## config.mk

```make
export PLATFORM = sky130hd
export DESIGN_NAME = mu0_control
export DESIGN_NICKNAME = d
export VERILOG_FILES = /design/src/rtl/mu0_pkg.sv /design/src/rtl/mu0_decode.sv /design/src/rtl/mu0_control.sv
export SDC_FILE = /design/constraint.sdc
export NUM_CORES = 1
export LEC_CHECK = 0
export CELL_PAD_IN_SITES_DETAIL_PLACEMENT = 0
export CELL_PAD_IN_SITES_GLOBAL_PLACEMENT = 1
export CORE_MARGIN = 2
export CORE_UTILIZATION = 32
export DETAILED_ROUTE_END_ITERATION = 10
export PLACE_DENSITY = 0.74
export SLEW_MARGIN = 0
export SYNTH_ARGS = -nofsm -noshare
export SYNTH_HDL_FRONTEND = slang
export SYNTH_SLANG_ARGS = --single-unit
```

## constraint.sdc

```tcl
create_clock -name Clk -period 2.23 [get_ports Clk]
set_input_delay 0.3345 -clock Clk [delete_from_list [all_inputs] [get_ports Clk]]
set_output_delay 0.3345 -clock Clk [all_outputs]
set_load 0.02 [all_outputs]
```

## src/rtl/mu0_pkg.sv

```systemverilog
// mu0_pkg: shared opcode, ALU-mode, state and control-vector definitions for MU0
package mu0_pkg;
    localparam logic [3:0] OP_LDA = 4'h0;
    localparam logic [3:0] OP_STO = 4'h1;
    localparam logic [3:0] OP_ADD = 4'h2;
    localparam logic [3:0] OP_SUB = 4'h3;
    localparam logic [3:0] OP_JMP = 4'h4;
    localparam logic [3:0] OP_JGE = 4'h5;
    localparam logic [3:0] OP_JNE = 4'h6;
    localparam logic [3:0] OP_STP = 4'h7;

    localparam logic [1:0] M_Y   = 2'b00;
    localparam logic [1:0] M_ADD = 2'b01;
    localparam logic [1:0] M_INC = 2'b10;
    localparam logic [1:0] M_SUB = 2'b11;

    typedef enum logic [1:0] {FETCH, EXECUTE, HALT} state_t;

    typedef struct packed {
        logic       x_sel;
        logic       y_sel;
        logic       addr_sel;
        logic       pc_en;
        logic       ir_en;
        logic       acc_en;
        logic [1:0] m;
        logic       mem_rd;
        logic       mem_wr;
    } ctrl_t;
endpackage

```

## src/rtl/mu0_decode.sv

```systemverilog
// mu0_decode: maps opcode and flags to the EXECUTE-state control vector (enables before ack gating)
module mu0_decode
    import mu0_pkg::*;
(
    input  logic [3:0] F,
    input  logic       N,
    input  logic       Z,
    output ctrl_t      ex
);
    always_comb begin
        ex = '0;
        case (F)
            OP_LDA: begin ex.addr_sel = 1'b1; ex.mem_rd = 1'b1; ex.m = M_Y; ex.acc_en = 1'b1; end
            OP_STO: begin ex.addr_sel = 1'b1; ex.mem_wr = 1'b1; end
            OP_ADD: begin ex.addr_sel = 1'b1; ex.mem_rd = 1'b1; ex.m = M_ADD; ex.acc_en = 1'b1; end
            OP_SUB: begin ex.addr_sel = 1'b1; ex.mem_rd = 1'b1; ex.m = M_SUB; ex.acc_en = 1'b1; end
            OP_JMP: begin ex.y_sel = 1'b1; ex.m = M_Y; ex.pc_en = 1'b1; end
            OP_JGE: begin ex.y_sel = 1'b1; ex.m = M_Y; ex.pc_en = ~N; end
            OP_JNE: begin ex.y_sel = 1'b1; ex.m = M_Y; ex.pc_en = ~Z; end
            default: ex = '0;
        endcase
    end
endmodule

```

## src/rtl/mu0_control.sv

```systemverilog
// mu0_control: MU0 fetch/execute sequencer with memory handshake, halt, illegal flag and retire counter
module mu0_control
    import mu0_pkg::*;
(
    input  logic        Clk,
    input  logic        Reset,
    input  logic [3:0]  F,
    input  logic        N,
    input  logic        Z,
    input  logic        Mem_Ack,
    output logic        X_sel,
    output logic        Y_sel,
    output logic        Addr_sel,
    output logic        PC_En,
    output logic        IR_En,
    output logic        Acc_En,
    output logic [1:0]  M,
    output logic        Mem_Rd,
    output logic        Mem_Wr,
    output logic        Halted,
    output logic        Illegal,
    output logic [15:0] Instr_Count
);
    state_t      state_q, state_d;
    logic        illegal_q, illegal_d;
    logic [15:0] count_q, count_d;
    ctrl_t       ex, ctrl;
    logic        ex_mem, ex_stop, retire;

    mu0_decode u_decode (.F(F), .N(N), .Z(Z), .ex(ex));

    assign ex_mem  = ex.mem_rd | ex.mem_wr;
    assign ex_stop = (F == OP_STP) | F[3];

    always_ff @(posedge Clk or posedge Reset) begin
        if (Reset) begin
            state_q   <= FETCH;
            illegal_q <= 1'b0;
            count_q   <= '0;
        end else begin
            state_q   <= state_d;
            illegal_q <= illegal_d;
            count_q   <= count_d;
        end
    end

    always_comb begin
        state_d = state_q;
        case (state_q)
            FETCH:   state_d = Mem_Ack ? EXECUTE : FETCH;
            EXECUTE: state_d = ex_stop ? HALT : (ex_mem && !Mem_Ack) ? EXECUTE : FETCH;
            HALT:    state_d = HALT;
            default: state_d = FETCH;
        endcase
        // STP retires; illegal opcodes do not
        retire    = (state_q == EXECUTE) && ((state_d == FETCH) || (F == OP_STP));
        illegal_d = illegal_q | ((state_q == EXECUTE) && F[3]);
        count_d   = count_q + 16'(retire);
    end

    always_comb begin
        ctrl = '0;
        if (state_q == FETCH) begin
            ctrl.x_sel  = 1'b1;
            ctrl.mem_rd = 1'b1;
            ctrl.m      = M_INC;
            ctrl.pc_en  = Mem_Ack;
            ctrl.ir_en  = Mem_Ack;
        end else if (state_q == EXECUTE) begin
            ctrl = ex;
            if (ex_mem && !Mem_Ack) begin
                ctrl.pc_en  = 1'b0;
                ctrl.ir_en  = 1'b0;
                ctrl.acc_en = 1'b0;
            end
        end
        // reset aborts any access combinationally, before the state register settles
        if (Reset)
            ctrl = '0;
    end

    assign {X_sel, Y_sel, Addr_sel, PC_En, IR_En, Acc_En, M, Mem_Rd, Mem_Wr} = ctrl;
    assign Halted      = (state_q == HALT);
    assign Illegal     = illegal_q;
    assign Instr_Count = count_q;
endmodule

```

== Word level (Yosys, flattened, before mapping) ==
Index checks and enable logic that the tools add are counted.
Word-level totals
  logic and storage cells: 48
  register bits after elaboration: 19
  ROM bits: 0
  bits in writable memories: 0
  memories kept: 0
  latch bits: 0
  output and inout bits: 28
  bits of input ports: 9
Cells by class
  reduce and logical (&&, ||, !) cells: 11
  magnitude comparators: 0
  divide/modulo/power cells: 0
  $mul: 0
  bitwise logic cells: 5
  shifts and indexed selects: 0
  add/subtract/negate cells: 1
  equality and inequality tests: 9
  mux-type cells: 19
Operators by type and width (number)
  adder 16 x 1 -> 16 bit: 1
  equality test 4 x 3 -> 1 bit, second input constant: 4
  2-to-1 mux 10 bit: 1
  2-to-1 mux 1 bit: 9
  2-to-1 mux 9 bit: 1
  equality test 4 x 2 -> 1 bit, second input constant: 2
  2-to-1 mux 2 bit: 3
  2-to-1 mux 3 bit: 2
  one-hot mux 2 bit (3 select lines): 1
  OR reduction 3 bit: 2
  equality test 4 x 1 -> 1 bit, second input constant: 1
  zero test 2 bit: 2
  zero test 4 bit: 1
  one-hot mux 2 bit (2 select lines): 1
  OR reduction 4 bit: 1
  logical AND 1 bit: 3
  bitwise OR 1 bit: 3
  one-hot mux 1 bit (3 select lines): 1
  equality test 2 x 1 -> 1 bit, second input constant: 1
  equality test 2 bit, second input constant: 1
  NOT 1 bit: 2
  zero test 1 bit: 1
  logical OR 1 bit: 1

== Longest topological paths before layout ==
Gate-level depths: netlist of the first run.
  word-level depth: 12
  gate-level depth with buffers: 10
  depth with buffers taken out: 10

== Cells and area by module ==
From an unflattened synthesis of the first run, not the netlist that was laid out.
Second synthesis, totals
  cells, all modules: 110
  area, all modules: 1039.7 um^2
By module, submodules not included
  mu0_control: area each 948.4 um^2, cells an instance 95, times used 1, seq. area each 475.5 um^2
  mu0_decode: area each 91.3 um^2, cells an instance 15, times used 1, seq. area each 0.0 um^2

== Least setup slack after synthesis of the first run ==
Ideal clock, no wire load.
  kind: register to output
  start: register state_q[0]
  end: output PC_En
  data required time: 1896 ps
  setup slack: 282 ps
  arrival time: 1614 ps
  path buffers: 0
  cell stages (with the launch flop): 4
  cells stage by stage: dfrtp_1 > nor3_1 > and2_1 > a21o_1
Between the ends
  word-level cells in the longest chain between the ends: 4
  elaborated cells between the ends (all ways): 5
  those cells by class: eq/ne (1); mux (3); reduce/logical (1)
RTL lines
  from (decl): RTL line mu0_control.sv:24  | state_t state_q, state_d;
  from (signal assigned): RTL line mu0_control.sv:41  | state_q <= state_d;
  equality test 2 x 1 -> 1 bit: RTL line mu0_control.sv:69  | end else if (state_q == EXECUTE) begin
  2-to-1 mux 9 bit: RTL line mu0_control.sv:69
  2-to-1 mux 2 bit *: RTL line mu0_control.sv:63  | if (state_q == FETCH) begin
  2-to-1 mux 10 bit *: RTL line mu0_control.sv:78  | if (Reset)
  to (decl): RTL line mu0_control.sv:14  | output logic PC_En,
Every way passes the cells marked *; elsewhere a longest branch is shown, timed or not.

== Worst setup path after layout of the first run ==
  start: input F[3]
  end: output PC_En
Between the ends
  word-level cells in the longest chain between the ends: 9
  elaborated cells between the ends (all ways): 17
  those cells by class: eq/ne (6); mux (7); bitwise (1); reduce/logical (3)
RTL lines
  from (decl): RTL line mu0_control.sv:7  | input logic [3:0] F,
  equality test 4 x 2 -> 1 bit / zero test 4 bit (equally long branches): RTL line mu0_decode.sv:12  | case (F)
  OR reduction 3 bit (no line)
  2-to-1 mux 1 bit: RTL line mu0_decode.sv:12
  bitwise OR 1 bit: RTL line mu0_control.sv:32  | assign ex_mem = ex.mem_rd | ex.mem_wr;
  logical AND 1 bit: RTL line mu0_control.sv:71  | if (ex_mem && !Mem_Ack) begin
  2-to-1 mux 3 bit *: RTL line mu0_control.sv:71
  2-to-1 mux 9 bit *: RTL line mu0_control.sv:69
  2-to-1 mux 2 bit *: RTL line mu0_control.sv:63
  2-to-1 mux 10 bit *: RTL line mu0_control.sv:78
Marks and branches as above.

==> results, run 1 <==
- After detailed routing, the average wire length per cell comes to 12.4 microns.
- The critical path startpoint category is an input pin.
- The routed design has between 2 and 2.5 mm of wire.
- The final max-slew violation count is 0.
- Counting flops and latches in the post-synthesis netlist gives 19.
- The combined area of the multi-input logic cells is between 400 and 500 sq um.
- Counting tap cells, the placed design contains a total of approximately 160 instances.
- The switching fraction of total power is 34.7%.
- Across all setup checks in the final design, the least slack found is ~0.076 ns.
- The setup check on the worst reg-to-reg path leaves a slack of 0.15 ns.
- The clock tree from TritonCTS is built.
- The estimated wirelength of the detail-placed design is ~1.6 mm.
- In this run the worst path has a maximum fanout of 6.
- Headroom to the max-slew limit came out at 80.2%.
- In this run the horizontal extent of the chip is 58.2 microns.
- Across every metal layer, demand over resource in global routing totals approximately an eighth.
- The filler cell count is approximately 260.
- The number of global-route vias before repair is a little under 800.
- The quantity of I/O buffers inserted on ports is 36.
- A synthesized cell averages ~11 sq um.
- After routing, the total negative slack on setup checks comes to 0 ns.
- The data required time at the worst endpoint is 1.90 ns.
- The post-placement setup slack is -0.292 ns.
- Subtracting the final worst setup slack from the clock period gives roughly 2.2 ns.
- The total power draw is 0.984 mW.
- The starting density of the core is between 30% and 40%.
- In this run the core area contains 19 standard-cell rows.
- Yosys mapped a number of flops with a built-in enable equal to 0.
- The internal portion of total power is 0.643 mW.
- In this run, distinct cell masters in the synthesized netlist total 29.
- The area of the core is approximately 2800 sq um.
- The die is between 50 and 60 microns tall.
- The area growth from synthesis to layout is 54.0%.
- 0 antenna diodes ended up in the layout.
- The path type of the worst min-delay path is reg -> reg.
- Clock tree synthesis inserted a total of 3 buffers.
- Clock-pin slew was measured on the worst setup and hold paths at about 0.1 ns.
- The worst clock skew on the final layout is about 0.008 ns.
- Setup repair after global routing left no endpoint under its margin.
- The part of the cycle the worst path needs is between 90% and 100%.
- The total vias in the final route is just over 800.
- Using the TritonRoute via totals, the vias-per-cell ratio works out to between 4 and 5.
- The final net count is between 100 and 150.
- The share of the yosys chip area belonging to registers is a little over 50%.
- The total leakage power is between 0.7 and 0.8 nW.
- The flow ran to the end, and the final reports show no timing, DRC or antenna violations.
- The sequential cell area is 475 sq um.
- The number of remaining DRC errors is 0.
- Data arrives at the worst endpoint at roughly 1.8 ns.
- The critical path endpoint category is an output pin.
- CTS saw 19 sinks.
- Among all flip-flop cells after synthesis, the most frequent one is dfrtp_1.
- The latest clock arrival within the worst-skew pair is between 0.2 and 0.3 ns.
- The netlist area before placement is 941 sq um.
- Entering global routing, the biggest net connects 20 pins.
- The number of buffers added to fix hold violations after cts is 0.
- The number of search-and-repair iterations in the first detailed-routing pass is 4.
- The global placement routability congestion is between 0.6 and 0.7.
- The worst-case hold slack is approximately 0.48 ns.
- In this run, the number of DRC markers left after iteration 0 of detailed routing was 25.
- The fraction of layout instances using a drive strength above 1 is ~18%.
- The power share of the clock group is ~17%.
- The fraction of power consumed by sequential logic is a little under half.
- Across the run, the number of max-cap violations was 0.
- The critical path class is in -> out.
- The synthesized net count is a little under 100.
- For this run, the number of Yosys warnings is 0.
- The master cell of the clock root buffer is clkbuf_4.
- The net switching power figure is around 0.34 mW.
- The setup-violating endpoint count in the final report is 0.
- Summing all non-filler instances in the final layout gives an area of ~1400 sq um.
- At the end of the flow the core is filled with cells to a little over half.
- The number of ports placed on the die boundary is 37.
- Buffers added to address setup during post-CTS repair amount to 0.
- The highest attainable clock frequency is between 400 and 500 MHz.
- The number of instances in the synthesized netlist is 86.
- The finished layout holds roughly 170 standard cells, fillers aside.
- The proportion of power drawn by combinational gates is between 30% and 40%.
- The placed instances occupy a cell area of 1410 sq um.
- The die covers approximately 3400 sq um.
- In this run the remaining antenna-violating nets after routing total 0.
- For this design the ratio of total power to cell area is slightly below 700 nW/um^2.
- At the pin with the least slew margin, the transition time is about 0.3 ns.
- The longest clock path from root to sink contains 2 buffers.
- CTS built an H-tree with a depth of 1.
- VDD sags by at most between 400 and 500 uV.
- The total overflow left after global routing is 0.
- The number of antenna violations at the first check in global routing is 0.
- The total count of hold-check failures in the final report is 0.
- The share of async-settable or async-resettable flops after synthesis is between 90% and 100%.
- The first global-routing pass estimated between 3 and 4 mm of wire.
==> synthesized netlist by cell type (3+ instances only) <==
cell,number,area (sq um)
nand3_1,3,15.0
and3_1,5,31.3
xor2_1,6,52.6
nor2_1,4,15.0
nand2_1,9,33.8
xnor2_1,7,61.3
nor3_1,4,20.0
nand2b_1,3,18.8
dfrtp_1,19,475
==> per-layer routing <==
| layer | track usage [%] | share of wire (%) |
|---|---|---|
| met1 | 16.1 | 43 |
| met5 | 0 | 0 |
| met3 | 3.13 | 7.4 |
| met2 | 21.8 | 48 |
| met4 | 6.98 | 1.3 |
==> sequential cells by signal (all words and copies together) (netlist names) <==
name	cells
Instr_Count	16
state_q	2
Illegal	1
==> worst max-delay path: stages <==
cell and delay [ns]:
clkdlybuf4s50_1 0.42, buf_4 0.17, nand2b_1 0.15, o21a_1 0.17
o32ai_1 0.11, a21o_1 0.14, dlygate4sd2_1 0.32
==> worst paths after layout <==
kind / from / to / cells past startpoint
min in group asynchronous: Reset / Instr_Count[11]$_DFF_PP0_ / 3
worst max register to register: state_q[0]$_DFF_PP0_ / Instr_Count[14]$_DFF_PP0_ / 9
max in group asynchronous: Reset / state_q[1]$_DFF_PP0_ / 3
worst min register to register: Instr_Count[15]$_DFF_PP0_ / Instr_Count[15]$_DFF_PP0_ / 1
worst min-delay path: Instr_Count[15]$_DFF_PP0_ / Instr_Count[15]$_DFF_PP0_ / 1
worst max-delay path: F[3] / PC_En / 7
==> cells by family after synthesis <==
logic type               after synthesis  synth area share [%]
multiplexers                           1                  1.06
AO/OA/AOI/OAI                          9                  7.05
XOR/XNOR                              13                  12.1
buffers and inverters                  2                 0.798
adder cells (fa/ha/maj)                2                  2.66
AND/OR/NAND/NOR                       40                  25.8
flip-flops                            19                  50.5
==> final cells by class <==
| cell class | count | area share [%] |
|---|---|---|
| inverters | 2 | 0.518 |
| multi-input cells | 65 | 33.2 |
| flip-flops and latches | 19 | 32.8 |
| clock buffers | 4 | 1.81 |
| repair buffers | 45 | 29.0 |
| well taps | 31 | 2.68 |
==> power groups by stage <==
stage                     clock (mW)  sequential (mW)  combinational (mW)
after floorplan                    0            0.482               0.139
after global placement             0            0.448               0.368
after detailed placement           0            0.449               0.372
after CTS                      0.182            0.445               0.363
after global routing           0.193            0.454               0.392
final                          0.171            0.448               0.366
==> repair_timing <==
action	in CTS	in global routing
endpoints found under the setup margin	10	3
pin swaps	0	1
resized for setup	9	6
hold endpoints to repair	0	0
==> placed cells by master (no fill, tap or decap), types with 2 or more instances in the layout <==
cell	Yosys	routed
nand3_1	3	3
buf_4	0	9
and2_1	2	2
ha_2	0	2
dlygate4sd2_1	0	8
clkdlybuf4s50_1	0	27
nand2b_1	3	2
nand2_1	9	9
and3_1	5	5
clkbuf_4	0	3
dfrtp_1	19	19
nor2_1	4	4
a21o_1	2	2
xor2_1	6	6
xnor2_1	7	7
o21bai_1	2	2
nand4_1	2	2
nor3_2	1	4
inv_1	2	2
(Power assumes the default switching activity.)
==> inputs of run 2 (changes only) <==
--- a/config.mk
+++ b/config.mk
@@ -9,6 +9,7 @@
 export CELL_PAD_IN_SITES_GLOBAL_PLACEMENT = 1
 export CORE_MARGIN = 2
 export CORE_UTILIZATION = 32
+export CTS_CLUSTER_DIAMETER = 60
 export DETAILED_ROUTE_END_ITERATION = 10
 export PLACE_DENSITY = 0.74
 export SLEW_MARGIN = 0
==> constraint.sdc (replaced) <==
create_clock -name Clk -period 2.23 [get_ports Clk]
set_input_delay 0.5575 -clock Clk [delete_from_list [all_inputs] [get_ports Clk]]
set_output_delay 0.5575 -clock Clk [all_outputs]
set_load 0.02 [all_outputs]
==> results, run 2 (synthesized netlist as in run 1, its figures left out) <==
- TritonCTS built the clock tree.
- The final net count is ~150.
- The fraction of layout instances using a drive strength above 1 is between 20 and 30%.
- After clock tree synthesis, the flow added hold-fix buffers numbering 0.
- The highest attainable clock frequency is about 450 MHz.
- The number of global-route vias before repair is between 700 and 800.
- CTS built an H-tree with a depth of 1.
- In this run the standard cell core region covers around 2800 sq um.
- In this run the count of I/O pins placed on the die edge is 37.
- The worst-path maximum fanout is 4.
- The overall fraction of global-route tracks in use is between 10% and 20%.
- The total count of hold-check failures in the final report is 0.
- The total leakage power is 0.745 nW.
- The initialized floorplan defines 19 standard-cell rows.
- The total die area is between 3000 and 4000 sq um.
- The die width is approximately 58 microns.
- The library cells used most frequently in the layout, excluding fill and tap cells, are dfrtp_1 (19), clkdlybuf4s50_1 (19), buf_4 (16).
- Of the available clock period, the critical path in the final layout requires 100%.
- Dividing the detail-routed wire length by the instance count gives approximately 13 microns.
- The wire length after detailed routing is 2.21 mm.
- The filler cell count is 270.
- Data on the critical path is required at its endpoint by 1.67 ns.
- Summed over all nets, the half-perimeter wirelength after detailed placement is ~1.7 mm.
- The number of cells in the design after placement is around 170.
- The number of antenna repair diodes is 0.
- On the worst path, the slowest cell contributes a delay of roughly 0.39 ns.
- Power spread over the standard cell area amounts to 697 nW/um^2.
- In the routed design, unresolved DRC markers number 0.
- The critical path is of the reg -> out type.
- The number of search-and-repair iterations in the first detailed-routing pass is 4.
- Buffers placed on the I/O ports in this run total 36.
- The register with the most flip-flops in the layout has 16 of them.
- The critical path startpoint category is a flip-flop.
- Clock tree synthesis found a total of 19 sinks.
- Across the routed clock network, the largest skew measured is between 0.01 and 0.015 ns.
- Power comes to 1.03 mW.
- For this block, the initial DRC count from the detailed router was 20.
- The data arrival time of the worst path is roughly 1.7 ns.
- The path class of the tightest hold or removal check is in -> async.
- TritonCTS created 3 clock buffers.
- Setup repair after global routing could not meet its margin everywhere.
- The setup-violating endpoint count in the final report is 1.
- Max-cap violations in this run came to 0.
- Using the TritonRoute via totals, the vias-per-cell ratio works out to between 4 and 5.
- The count of nets left with antenna violations after detail routing is 0.
- The worst slew margin relative to its limit is 77.6%.
- The maximum vdd drop is 534 uV.
- The root buffer cell chosen for the clock tree is clkbuf_4.
- Clock latency on the worst-skew pair, taken at its later pin, is ~0.3 ns.
- The height of the die is approximately 58 microns.
- After routing the design area is around 1500 sq um.
- The finished layout holds 172 standard cells, fillers aside.
- The checks that failed: negative setup slack.
- Clock-pin slew was measured on the worst setup and hold paths at roughly 0.10 ns.
- The signal on the critical path passes through nand2b_4 -> nor4_4 -> buf_4 -> and3_1 -> buf_6.
- STA classifies the critical path endpoint as an output pin.
- The final max-slew violation count came to 0.
- The sequential cell area is between 400 and 500 sq um.
- From synthesis to final layout, the design area changed by 57.7%.
- Subtracting the final worst setup slack from the clock period gives approximately 2.2 ns.
- The global placement routability congestion is about 0.72.
- For this run, the share of the core covered by cells in the final layout is a little over half.
- Global routing finished with a remaining overflow of 0.
- The transition time at the pin with the least slew margin is between 0.3 and 0.4 ns.
- The number of antenna violations at the first check in global routing came to 0.
- Summing all placed instances gives a cell area of between 1000 and 1500 sq um.
- Entering global routing, the biggest net connects 12 pins.
- The starting density of the core is approximately 34%.
- After layout, the worst setup slack is -0.00312 ns.
- The cell type of the slowest stage on the worst timing path is dfrtp_1.
- In this run the deepest clock path goes through 2 buffers.
- The total vias in the final route is ~820.
- The combined area of the multi-input logic cells is approximately 500 sq um.
- The flow ran to the end, but the final reports show violations.
- The first global-routing pass estimated ~3.5 mm of wire.
## run 2: changes by cell type in the layout (fill, tap and decap cells not counted), sizes merged
cell,previous run,this run
dlymetal6s2s,1,0
dlygate4sd2,8,7
clkbuf,4,5
clkdlybuf4s15,0,2
clkdlybuf4s50,27,19
buf,9,21
clkinv,0,1
## run 2: path summary, 6_finish.rpt
path	to	slack, ns	depth (start not counted)	startpoint
max in group asynchronous	Instr_Count[15]$_DFF_PP0_	1.35	3	Reset
setup reg to reg	Instr_Count[14]$_DFF_PP0_	0.12	10	state_q[0]$_DFF_PP0_
hold / removal	Instr_Count[2]$_DFF_PP0_	0.43	2	Reset
hold reg to reg	Instr_Count[15]$_DFF_PP0_	0.48	1	Instr_Count[15]$_DFF_PP0_
setup / recovery	Acc_En	-0.003	5	state_q[1]$_DFF_PP0_
min in group Clk	Instr_Count[15]$_DFF_PP0_	0.48	1	Instr_Count[15]$_DFF_PP0_
## run 2: power breakdown
group	total (mW)	internal, mW	switching, mW
logic	0.426	0.217	0.210
registers	0.436	0.392	0.0441
clock network	0.172	0.0669	0.105
## run 2: area by class of cell
| type | instances | share of cell area, % |
|---|---|---|
| Clock buffer | 3 | 1.52 |
| Clock inverter | 1 | 0.337 |
| Inverter | 2 | 0.506 |
| Multi-Input combinational cell | 65 | 33.3 |
| Sequential cell | 19 | 32.0 |
| Tap cell | 31 | 2.61 |
| Timing Repair Buffer | 51 | 29.7 |
## run 2: worst max-delay path: cells and delay by family (launching register included)
family / cells / cell delay, ns
flops: 1 / 0.39
simple gates: 3 / 0.69
buf+inv: 2 / 0.30
## run 2: what timing repair did
item / 4_1_cts / 5_1_grt
setup buffers: 2 / 1
setup endpoints to repair: 21 / 16
pin swaps: 3 / 2
resized for setup: 44 / 10
endpoints found under the hold margin: 0 / 0
## run 2: layer usage
layer  wire length, microns  part of all wire [%]  GRT usage (%)
met5                      0                     0              0
met3                    104                   4.7           4.46
met2                   1050                    48           21.6
met1                   1030                    47           17.6
met4                     24                   1.1           3.99
## run 2: metrics by stage
step	worst slack, ns	setup TNS, ns	hold slack (ns)
3_5_place_dp	-0.682	-11.37	0.465
5_1_grt	-0.0718	-0.155	0.440
6_report	-0.00312	-0.00312	0.431
4_1_cts	-0.0337	-0.0337	0.433
2_1_floorplan	0.183	0	0.465
3_3_place_gp	-0.642	-10.84	0.461
